**src/rtl/mux_gate_pkg.sv**
```systemverilog
// ============================================================================
//  mux_gate_pkg : shared types and constants for the mux-gate BIST.
//  Revision     : 1.0
// ============================================================================
`default_nettype none

package mux_gate_pkg;

    // Encodings 6 and 7 are reserved and rejected as bad_op.
    typedef enum logic [2:0] {
        OP_AND  = 3'd0,
        OP_OR   = 3'd1,
        OP_XOR  = 3'd2,
        OP_NAND = 3'd3,
        OP_NOR  = 3'd4,
        OP_XNOR = 3'd5
    } op_t;

    typedef enum logic [1:0] {
        IDLE  = 2'd0,
        RUN   = 2'd1,
        DRAIN = 2'd2,
        DONE  = 2'd3
    } state_t;

    localparam int DRAIN_CYCLES = 2;

    function automatic logic op_legal(input logic [2:0] op);
        return (op <= 3'd5);
    endfunction

endpackage

`default_nettype wire

```
**src/rtl/mux2x1.sv**
```systemverilog
// ============================================================================
//  mux2x1   : 2:1 multiplexer cell, the sole primitive of the gate datapath.
//  Revision : 1.0
// ============================================================================
`default_nettype none

module mux2x1 (
    input  logic a_i,
    input  logic b_i,
    input  logic sel_i,
    output logic y_o
);

    assign y_o = sel_i ? b_i : a_i;

endmodule

`default_nettype wire

```
**src/rtl/mux_gate_bist.sv**
```systemverilog
// ============================================================================
//  mux_gate_bist : sweeps all 2^W vectors through a mux-built reduction gate
//                  and checks each result against a behavioural reduce.
//  Optional      : MUX_GATE_BIST_FAULT_INJECT_EN enables result inversion at inj_vec.
//  Revision      : 1.0
// ============================================================================
`default_nettype none

module mux_gate_bist
    import mux_gate_pkg::*;
#(
    parameter int W = 4
) (
    input  logic         clk,
    input  logic         rst,
    input  logic         start_i,
    input  logic [2:0]   op_i,
    input  logic         inj_en_i,
    input  logic [W-1:0] inj_vec_i,
    output logic         busy_o,
    output logic         done_o,
    output logic         fail_o,
    output logic         bad_op_o,
    output logic [W:0]   err_cnt_o,
    output logic [W-1:0] first_fail_vec_o
);

    localparam logic [W:0] LAST_V     = {1'b0, {W{1'b1}}};
    localparam logic [W:0] ONE_W1     = {{W{1'b0}}, 1'b1};
    localparam logic [1:0] DRAIN_LAST = 2'(DRAIN_CYCLES - 1);

    state_t       state_q, state_d;
    logic [W:0]   v_q, v_d;
    logic [1:0]   drain_q, drain_d;
    op_t          op_q;
    logic         w_accept, w_legal;

    assign w_accept = (state_q == IDLE) && start_i;
    assign w_legal  = op_legal(op_i);

    always_ff @(posedge clk or posedge rst) begin
        if (rst) begin
            state_q <= IDLE;
            v_q     <= '0;
            drain_q <= '0;
        end else begin
            state_q <= state_d;
            v_q     <= v_d;
            drain_q <= drain_d;
        end
    end

    always_comb begin
        state_d = state_q;
        v_d     = v_q;
        drain_d = drain_q;
        case (state_q)
            IDLE: begin
                if (start_i) begin
                    v_d     = '0;
                    state_d = w_legal ? RUN : DONE;
                end
            end
            RUN: begin
                v_d = v_q + ONE_W1;
                if (v_q == LAST_V) begin
                    state_d = DRAIN;
                    drain_d = '0;
                end
            end
            DRAIN: begin
                drain_d = drain_q + 2'd1;
                if (drain_q == DRAIN_LAST) state_d = DONE;
            end
            DONE:    state_d = IDLE;
            default: state_d = IDLE;
        endcase
    end

    always_ff @(posedge clk or posedge rst) begin
        if (rst)                      op_q <= OP_AND;
        else if (w_accept && w_legal) op_q <= op_t'(op_i);
    end

    // Datapath: three mux chains, a group-select mux pair and an inversion mux.
    logic [W-1:0] w_x;
    logic [W-1:0] w_and_acc, w_or_acc, w_xor_acc;
    logic [1:0]   w_grp;
    logic         w_inv, w_base01, w_base, w_nbase, w_act_raw, w_act, w_exp;

    assign w_x          = v_q[W-1:0];
    assign w_and_acc[0] = w_x[0];
    assign w_or_acc[0]  = w_x[0];
    assign w_xor_acc[0] = w_x[0];

    for (genvar i = 1; i < W; i++) begin : g_chain
        logic w_nacc;
        mux2x1 u_and  (.a_i(1'b0),            .b_i(w_and_acc[i-1]), .sel_i(w_x[i]),         .y_o(w_and_acc[i]));
        mux2x1 u_or   (.a_i(w_or_acc[i-1]),   .b_i(1'b1),           .sel_i(w_x[i]),         .y_o(w_or_acc[i]));
        mux2x1 u_xnot (.a_i(1'b1),            .b_i(1'b0),           .sel_i(w_xor_acc[i-1]), .y_o(w_nacc));
        mux2x1 u_xor  (.a_i(w_xor_acc[i-1]),  .b_i(w_nacc),         .sel_i(w_x[i]),         .y_o(w_xor_acc[i]));
    end

    always_comb begin
        w_grp = 2'b00;
        case (op_q)
            OP_OR, OP_NOR:   w_grp = 2'b01;
            OP_XOR, OP_XNOR: w_grp = 2'b10;
            default:         w_grp = 2'b00;
        endcase
        w_inv = (op_q == OP_NAND) || (op_q == OP_NOR) || (op_q == OP_XNOR);
    end

    mux2x1 u_sel0 (.a_i(w_and_acc[W-1]), .b_i(w_or_acc[W-1]),  .sel_i(w_grp[0]), .y_o(w_base01));
    mux2x1 u_sel1 (.a_i(w_base01),       .b_i(w_xor_acc[W-1]), .sel_i(w_grp[1]), .y_o(w_base));
    mux2x1 u_nbas (.a_i(1'b1),           .b_i(1'b0),           .sel_i(w_base),   .y_o(w_nbase));
    mux2x1 u_inv  (.a_i(w_base),         .b_i(w_nbase),        .sel_i(w_inv),    .y_o(w_act_raw));

`ifdef MUX_GATE_BIST_FAULT_INJECT_EN
    logic         inj_en_q;
    logic [W-1:0] inj_vec_q;

    always_ff @(posedge clk or posedge rst) begin
        if (rst) begin
            inj_en_q  <= 1'b0;
            inj_vec_q <= '0;
        end else if (w_accept && w_legal) begin
            inj_en_q  <= inj_en_i;
            inj_vec_q <= inj_vec_i;
        end
    end

    assign w_act = w_act_raw ^ (inj_en_q && (w_x == inj_vec_q));
`else
    logic w_unused_inj;
    assign w_unused_inj = ^{inj_en_i, inj_vec_i};
    assign w_act        = w_act_raw;
`endif

    always_comb begin
        w_exp = 1'b0;
        case (op_q)
            OP_AND:  w_exp = &w_x;
            OP_OR:   w_exp = |w_x;
            OP_XOR:  w_exp = ^w_x;
            OP_NAND: w_exp = ~&w_x;
            OP_NOR:  w_exp = ~|w_x;
            OP_XNOR: w_exp = ~^w_x;
            default: w_exp = 1'b0;
        endcase
    end

    logic         s1_vld_q, s1_exp_q, s1_act_q;
    logic [W-1:0] s1_vec_q;

    always_ff @(posedge clk or posedge rst) begin
        if (rst) begin
            s1_vld_q <= 1'b0;
            s1_vec_q <= '0;
            s1_exp_q <= 1'b0;
            s1_act_q <= 1'b0;
        end else begin
            s1_vld_q <= (state_q == RUN);
            s1_vec_q <= w_x;
            s1_exp_q <= w_exp;
            s1_act_q <= w_act;
        end
    end

    logic         fail_q, bad_op_q;
    logic [W:0]   err_q;
    logic [W-1:0] ffv_q;

    always_ff @(posedge clk or posedge rst) begin
        if (rst) begin
            fail_q   <= 1'b0;
            bad_op_q <= 1'b0;
            err_q    <= '0;
            ffv_q    <= '0;
        end else if (w_accept) begin
            fail_q   <= ~w_legal;
            bad_op_q <= ~w_legal;
            err_q    <= '0;
            ffv_q    <= '0;
        end else if (s1_vld_q && (s1_exp_q != s1_act_q)) begin
            fail_q <= 1'b1;
            err_q  <= err_q + ONE_W1;
            if (err_q == '0) ffv_q <= s1_vec_q;
        end
    end

    assign busy_o           = (state_q == RUN) || (state_q == DRAIN);
    assign done_o           = (state_q == DONE);
    assign fail_o           = fail_q;
    assign bad_op_o         = bad_op_q;
    assign err_cnt_o        = err_q;
    assign first_fail_vec_o = ffv_q;

endmodule

`default_nettype wire
```
**config.mk**
```make
export PLATFORM = sky130hd
export DESIGN_NAME = mux_gate_bist
export DESIGN_NICKNAME = d
export VERILOG_FILES = /design/src/rtl/mux_gate_pkg.sv /design/src/rtl/mux2x1.sv /design/src/rtl/mux_gate_bist.sv
export SDC_FILE = /design/constraint.sdc
export NUM_CORES = 1
export LEC_CHECK = 0
export BUFFER_PORTS_ARGS = -buffer_cell sky130_fd_sc_hd__buf_4
export CORE_MARGIN = 2
export CORE_UTILIZATION = 49
export CTS_BUF_LIST = sky130_fd_sc_hd__clkbuf_16
export CTS_CLUSTER_SIZE = 20
export DETAILED_ROUTE_END_ITERATION = 16
export GPL_TIMING_DRIVEN = 0
export PLACE_DENSITY = 0.71
export REMOVE_ABC_BUFFERS = 1
export SETUP_SLACK_MARGIN = 0.5
export SLEW_MARGIN = 20
export SYNTH_ARGS = -nofsm -noshare
export SYNTH_HDL_FRONTEND = slang
export SYNTH_SLANG_ARGS = --single-unit
```
**constraint.sdc**
```tcl
create_clock -name clk -period 2 [get_ports clk]
set_clock_uncertainty 0.15 [all_clocks]
set_input_delay 0.6 -clock clk [delete_from_list [all_inputs] [get_ports clk]]
set_output_delay 0.6 -clock clk [all_outputs]
set_load 0.05 [all_outputs]
```
==> results.md, run 1 <==
* Critical setup path kind: flip-flop to output pin
* Vias at 1535
* Detailed Routing Iterations Pass 1 at 5
* Worst skew pair latency at roughly 280 ps
* Post-synthesis adder-cell area fraction at 9.89%
* Max-Cap Viols at 0
* Row count at 21
* Synthesized area at about 1600 sq um
* Largest family of logic cells by synthesized area: simple AND/OR/NAND/NOR gates
* Total grt overflow at 0
* Slowest cell on crit path: dfrtp_1
* EDFF count, synth at 0
* # hold bufs at CTS at 0
* Die footprint at about 3800 sq um
* Layout fillers at roughly 180
* Largest area contributor in the netlist: dfrtp_1
* Initial antenna violation count at 0
* CP max FO at 4
* Final hold vios at 0
* Largest net degree at the start of global routing at 31
* Die height at 61.9 um
* Final Setup Violations at 0
* Post-DP HPWL at 2220 um
* CTS sink cnt at 30
* Cell Area, Placed at 1810 sq um
* First-pass GRT wire length at 6790 um
* YS warnings at 0
* Placer Congestion at 0.822
* Met1 WL at 1980 um
* Max-slew violations at 0
* Routed wire length at 5140 um
* Wire per inst at about 19 um
* Status: complete, no violations
* Initial Utilization at around 50%
* WL met2 at 2690 um
* Top cells by count, synth: dfrtp_1, nor2_1, ha_1, inv_1, nand2_1
* Critical Path Sink Type: output pin
* Top Layer Used: met4
* Worst-path clk slew at 50 ps
* Post-synthesis mux area share at about 5.6%
* Final period util at 97.6%
* Predominant post-synthesis flop cell: dfrtp_1
* Slowest stage delay, CP at roughly 420 ps
* Xor/xnor share of the synthesized area at 5.18%
* Worst Path Required at 1250 ps
* WL met3 at roughly 230 um
* Vias in the first global route at around 1400
* Rel. slew slack at between 50% and 60%
* Antenna-violating nets left at 0
* Cell area after layout at around 2600 sq um
* Bufs on Longest Clock Path at 2
* Sequential share of the synthesized area at 45.7%
* Syn Area/Cell at 9.90 sq um
* Post-Synth Simple-Gate Area at between 15 and 20%
* Gr usage total at 25.5%
* Final Worst Setup Slack at 47.2 ps
* Port Buf Inserts at 18
* Power per cell area at approximately 1900 nW/um^2
* Worst-Margin Slew at 617 ps
* Distinct cell type count after synthesis at 34
* Antenna Cells at 0
* CP Cell Sequence: inv_2 -> ha_4 -> buf_8
* Starting DRT DRC Count at 117
* Width of the die at about 62 um
* Share of cells above drive strength 1 at 46.9%
* Tot Pwr at 0.00495 W
* Pre-CTS WS at -31.5 ps
* Hold Path Class: input pin to async pin
* Synth top area share at 45.7%
* Fin util at 78.5%
* IO Pins at 24
* Synthesized instance count at around 170
* Nets at 249
* Yosys reg bits at 30
* Synth Area in Compound Gates at between 10% and 20%
* Worst EP arrival at 1200 ps
* Area growth from synthesis to layout at 56.8%
* Final min period at just under 2000 ps
* Synth top area cells: dfrtp_1, ha_1, mux2i_1
* Leak pwr at 1.22 nW
* Peak supply drop at 1.06 mV
* Most frequent cell after synthesis: dfrtp_1
* Root Buffer: clkbuf_16
* Number of buffers created by CTS at 5
* Final cell count without fillers at 272
* DRC viols at 0
* DR vias/cell at approximately 5.6
* Fraction of registers with async set or reset after synthesis at 100%
* CTS H-Tree Depth at 2
* Type of origin of the critical path: flip-flop
* Fmax at 512 MHz
* Cells after DPL at about 220
* CORE AREA at 3280 sq um
* RSZ-0062 raised after global routing: true
* TritonCTS clock tree: yes
-- worst max-delay path: cells and delay by family, from the launching register on --
kind | cells | cell delay, ps
buffers and inverters | 2 | 220
flip-flops | 1 | 420
adder cells (fa/ha/maj) | 1 | 280
-- timing repair --
item / CTS / global route
pin swaps: 14 / 11
setup buffers: 31 / 9
hold endpoints to repair: 0 / 0
gates resized for setup: 54 / 24
endpoints found under the setup margin: 37 / 33
gates cloned: 0 / 0
-- where the power goes --
part	switching (W)	total [W]	internal, W
clock	0.000267	0.000716	0.000448
combinational	0.00156	0.00312	0.00156
sequential	0.000269	0.00112	0.000846
total	0.00209	0.00495	0.00285
-- per-layer routing --
layer,vias up,track usage (%)
met5,-,0
met4,0,10.9
met3,25,6.83
met2,57,45.7
met1,764,28.3
li1,689,-
-- state kept, by name, summed over array words and instances, names as in the netlist, 2 cells and up --
| register | cells |
|---|---|
| v_q | 5 |
| op_q | 3 |
| drain_q | 2 |
| err_cnt_o | 5 |
| state_q | 2 |
| s1_vec_q | 4 |
| first_fail_vec_o | 4 |
-- cell families after synthesis --
kind of cell,after synthesis
multiplexers,9
buffers and inverters,19
XOR/XNOR,8
flip-flops,30
adder cells (fa/ha/maj),13
AO/OA/AOI/OAI,26
AND/OR/NAND/NOR,61
-- per-stage QoR --
stage	hold WS, ps	setup TNS, ps
after global placement	318	0
after CTS	346	0
after detailed placement	332	-32.3
after floorplan	285	0
final	262	0
after global routing	314	0
-- area by class of cell --
| cell class | instances | area (sq um) | share of cell area [%] |
|---|---|---|---|
| multi-input cells | 117 | 1050 | 40.9 |
| flip-flops and latches | 30 | 758 | 29.4 |
| repair buffers | 58 | 522 | 20.2 |
| clock buffers | 5 | 125 | 4.85 |
| well taps | 46 | 57.6 | 2.23 |
| inverters | 13 | 48.8 | 1.89 |
| clock inverters | 3 | 12.5 | 0.485 |
-- path summary, 6_finish.rpt --
| check | from | to | slack, ps | cells past startpoint |
|---|---|---|---|---|
| setup / recovery | state_q[0] | busy_o | 50 | 3 |
| hold / removal | rst | err_cnt_o[4] | 260 | 2 |
| setup reg to reg | v_q[0] | s1_act_q | 300 | 6 |
| hold reg to reg | s1_vec_q[1] | first_fail_vec_o[1] | 360 | 2 |
| max in group asynchronous | rst | err_cnt_o[1] | 990 | 2 |
| min in group clk | s1_vec_q[1] | first_fail_vec_o[1] | 360 | 2 |
-- cell usage in the layout (no fill, tap or decap), drive strengths merged, types with 2 or more instances in the layout --
cell / Yosys / final
buf: 2 / 58
dfrtp: 30 / 30
nor2: 18 / 18
inv: 13 / 14
ha: 13 / 13
nand2: 11 / 11
nand3: 9 / 9
a21oi: 9 / 9
o21ai: 8 / 8
mux2i: 7 / 7
clkbuf: 4 / 5
nand4: 4 / 4
xor2: 4 / 4
nor2b: 3 / 3
nor3: 3 / 3
xnor2: 3 / 3
nand2b: 3 / 3
and2: 3 / 3
mux2: 2 / 2
nand3b: 2 / 2
nor4b: 2 / 2
and3: 2 / 2
clkinv: 0 / 2
Power figures use the tool's default switching activity.
==> run 2, diff against run 1 <==
--- a/config.mk
+++ b/config.mk
@@ -12,7 +12,7 @@
 export CTS_CLUSTER_SIZE = 20
 export DETAILED_ROUTE_END_ITERATION = 16
 export GPL_TIMING_DRIVEN = 0
-export PLACE_DENSITY = 0.71
+export PLACE_DENSITY = 0.7
 export REMOVE_ABC_BUFFERS = 1
 export SETUP_SLACK_MARGIN = 0.5
 export SLEW_MARGIN = 20
==> results.md, run 2 (same netlist as run 1, synthesis figures left out) <==
* Status: complete, no violations
* Peak supply drop at 1.08 mV
* Power per cell area at 1910 nW/um^2
* Layout fillers at 172
* Type of origin of the critical path: flip-flop
* Largest net degree at the start of global routing at 31
* Final hold vios at 0
* Nets at 250
* Hold Path Class: input pin to async pin
* Final Setup Violations at 0
* Final min period at 1950 ps
* Antenna-violating nets left at 0
* Worst skew pair latency at approximately 280 ps
* Initial antenna violation count at 0
* First-pass GRT wire length at 6420 um
* Root Buffer: clkbuf_16
* Number of buffers created by CTS at 5
* Port Buf Inserts at 18
* Post-DP HPWL at 2290 um
* Leak pwr at between 1 and 1.5 nW
* CORE AREA at 3280 sq um
* Critical Path Sink Type: output pin
* Starting DRT DRC Count at around 130
* CTS sink cnt at 30
* Vias in the first global route at between 1000 and 1500
* Worst-path clk slew at 50 ps
* Rel. slew slack at 58.4%
* DR vias/cell at between 5 and 6
* Detailed Routing Iterations Pass 1 at 4
* CP max FO at 3
* Die footprint at 3830 sq um
* Multi-input gate area at 1030 sq um
* Final period util at between 90% and 100%
* Vias at 1517
* Row count at 21
* Die height at 61.9 um
* Gr usage total at 23.8%
* RSZ-0062 raised after global routing: true
* Share of cells above drive strength 1 at between 40 and 50%
* IO Pins at 24
* Critical setup path kind: flip-flop to output pin
* Fmax at 512 MHz
* Worst EP arrival at 1200 ps
* Wire per inst at 19.2 um
* Bufs on Longest Clock Path at 2
* Pre-CTS WS at -51.7 ps
* Antenna Cells at 0
* Worst Path Required at 1250 ps
* DRC viols at 0
* Commonest cells after routing, fill and taps aside: buf_4, dfrtp_1, buf_6
* CTS H-Tree Depth at 2
* Final Hold Slack at ~260 ps
* Routed wire length at 5230 um
* Initial Utilization at between 50% and 60%
* Reg area at 757 sq um
* TritonCTS clock tree: yes
* Placer Congestion at 0.803
* Max-slew violations at 0
* Total grt overflow at 0
* Max-Cap Viols at 0
* Commonest non-fill, non-tap cell in the layout: buf_4
* Final Worst Setup Slack at ~46 ps
* FF-to-FF setup slack at 260 ps
* Width of the die at 61.9 um
* Worst-Margin Slew at 623 ps
* Area growth from synthesis to layout at 55.8%
==> run 2: cell types whose count changed in the layout (fill, tap and decap cells not counted), sizes merged <==
cell | previous run | this run
buf | 58 | 59
==> run 2: metrics by stage <==
step	instance area (sq um)	std cells	power (W)	TNS, ps	utilization [%]
floorplan	1610	160	0.00237	0	-
global placement	1810	224	0.00271	0	55.0
detailed placement	1810	224	0.00281	-71.1	55.0
CTS	2350	262	0.00425	0	71.5
global route	2560	273	0.00513	0	78.0
finish	2560	273	0.00490	0	78.0
==> run 2: cell type report <==
cell class	instances	share of cell area (%)
clock buffer	5	4.89
clock inverter	3	0.489
inverter	13	1.91
multi-input combinational	117	40.3
sequential	30	29.6
tap	46	2.25
timing repair buffer	59	20.7
==> run 2: repair_timing <==
action | CTS | global route
endpoints found under the setup margin | 38 | 29
hold buffers | 0 | 0
gates resized for setup | 47 | 27
pin swaps | 6 | 21
setup buffers | 30 | 11
==> run 2: worst max-delay path: stages, from the launching register on <==
cell and delay, ps:
dfrtp_1 430, inv_2 80, ha_4 280, buf_8 140
==> run 2: final timing paths <==
check / startpoint / depth (start not counted) / end
setup / recovery: state_q[1] / 3 / busy_o
hold / removal: rst / 2 / drain_q[1]
setup reg to reg: v_q[1] / 6 / s1_act_q
hold reg to reg: drain_q[0] / 1 / drain_q[0]
max in group asynchronous: rst / 2 / err_cnt_o[2]
min in group clk: drain_q[0] / 1 / drain_q[0]
==> run 2: per-layer routing <==
layer  track usage [%]  part of all wire, %  wire length [um]
met1              25.5                   39              2030
met2              43.8                   54              2800
met3              6.83                  3.6               190
met4              9.42                  4.0               210
met5                 0                    0                 0
==> run 2: power by group <==
| part | leakage [nW] | switching [W] | internal, W |
|---|---|---|---|
| Combinational | 0.769 | 0.00156 | 0.00153 |
| Sequential | 0.379 | 0.000262 | 0.000843 |
| Clock | 0.0724 | 0.000256 | 0.000448 |
| Total | 1.22 | 0.00208 | 0.00282 |
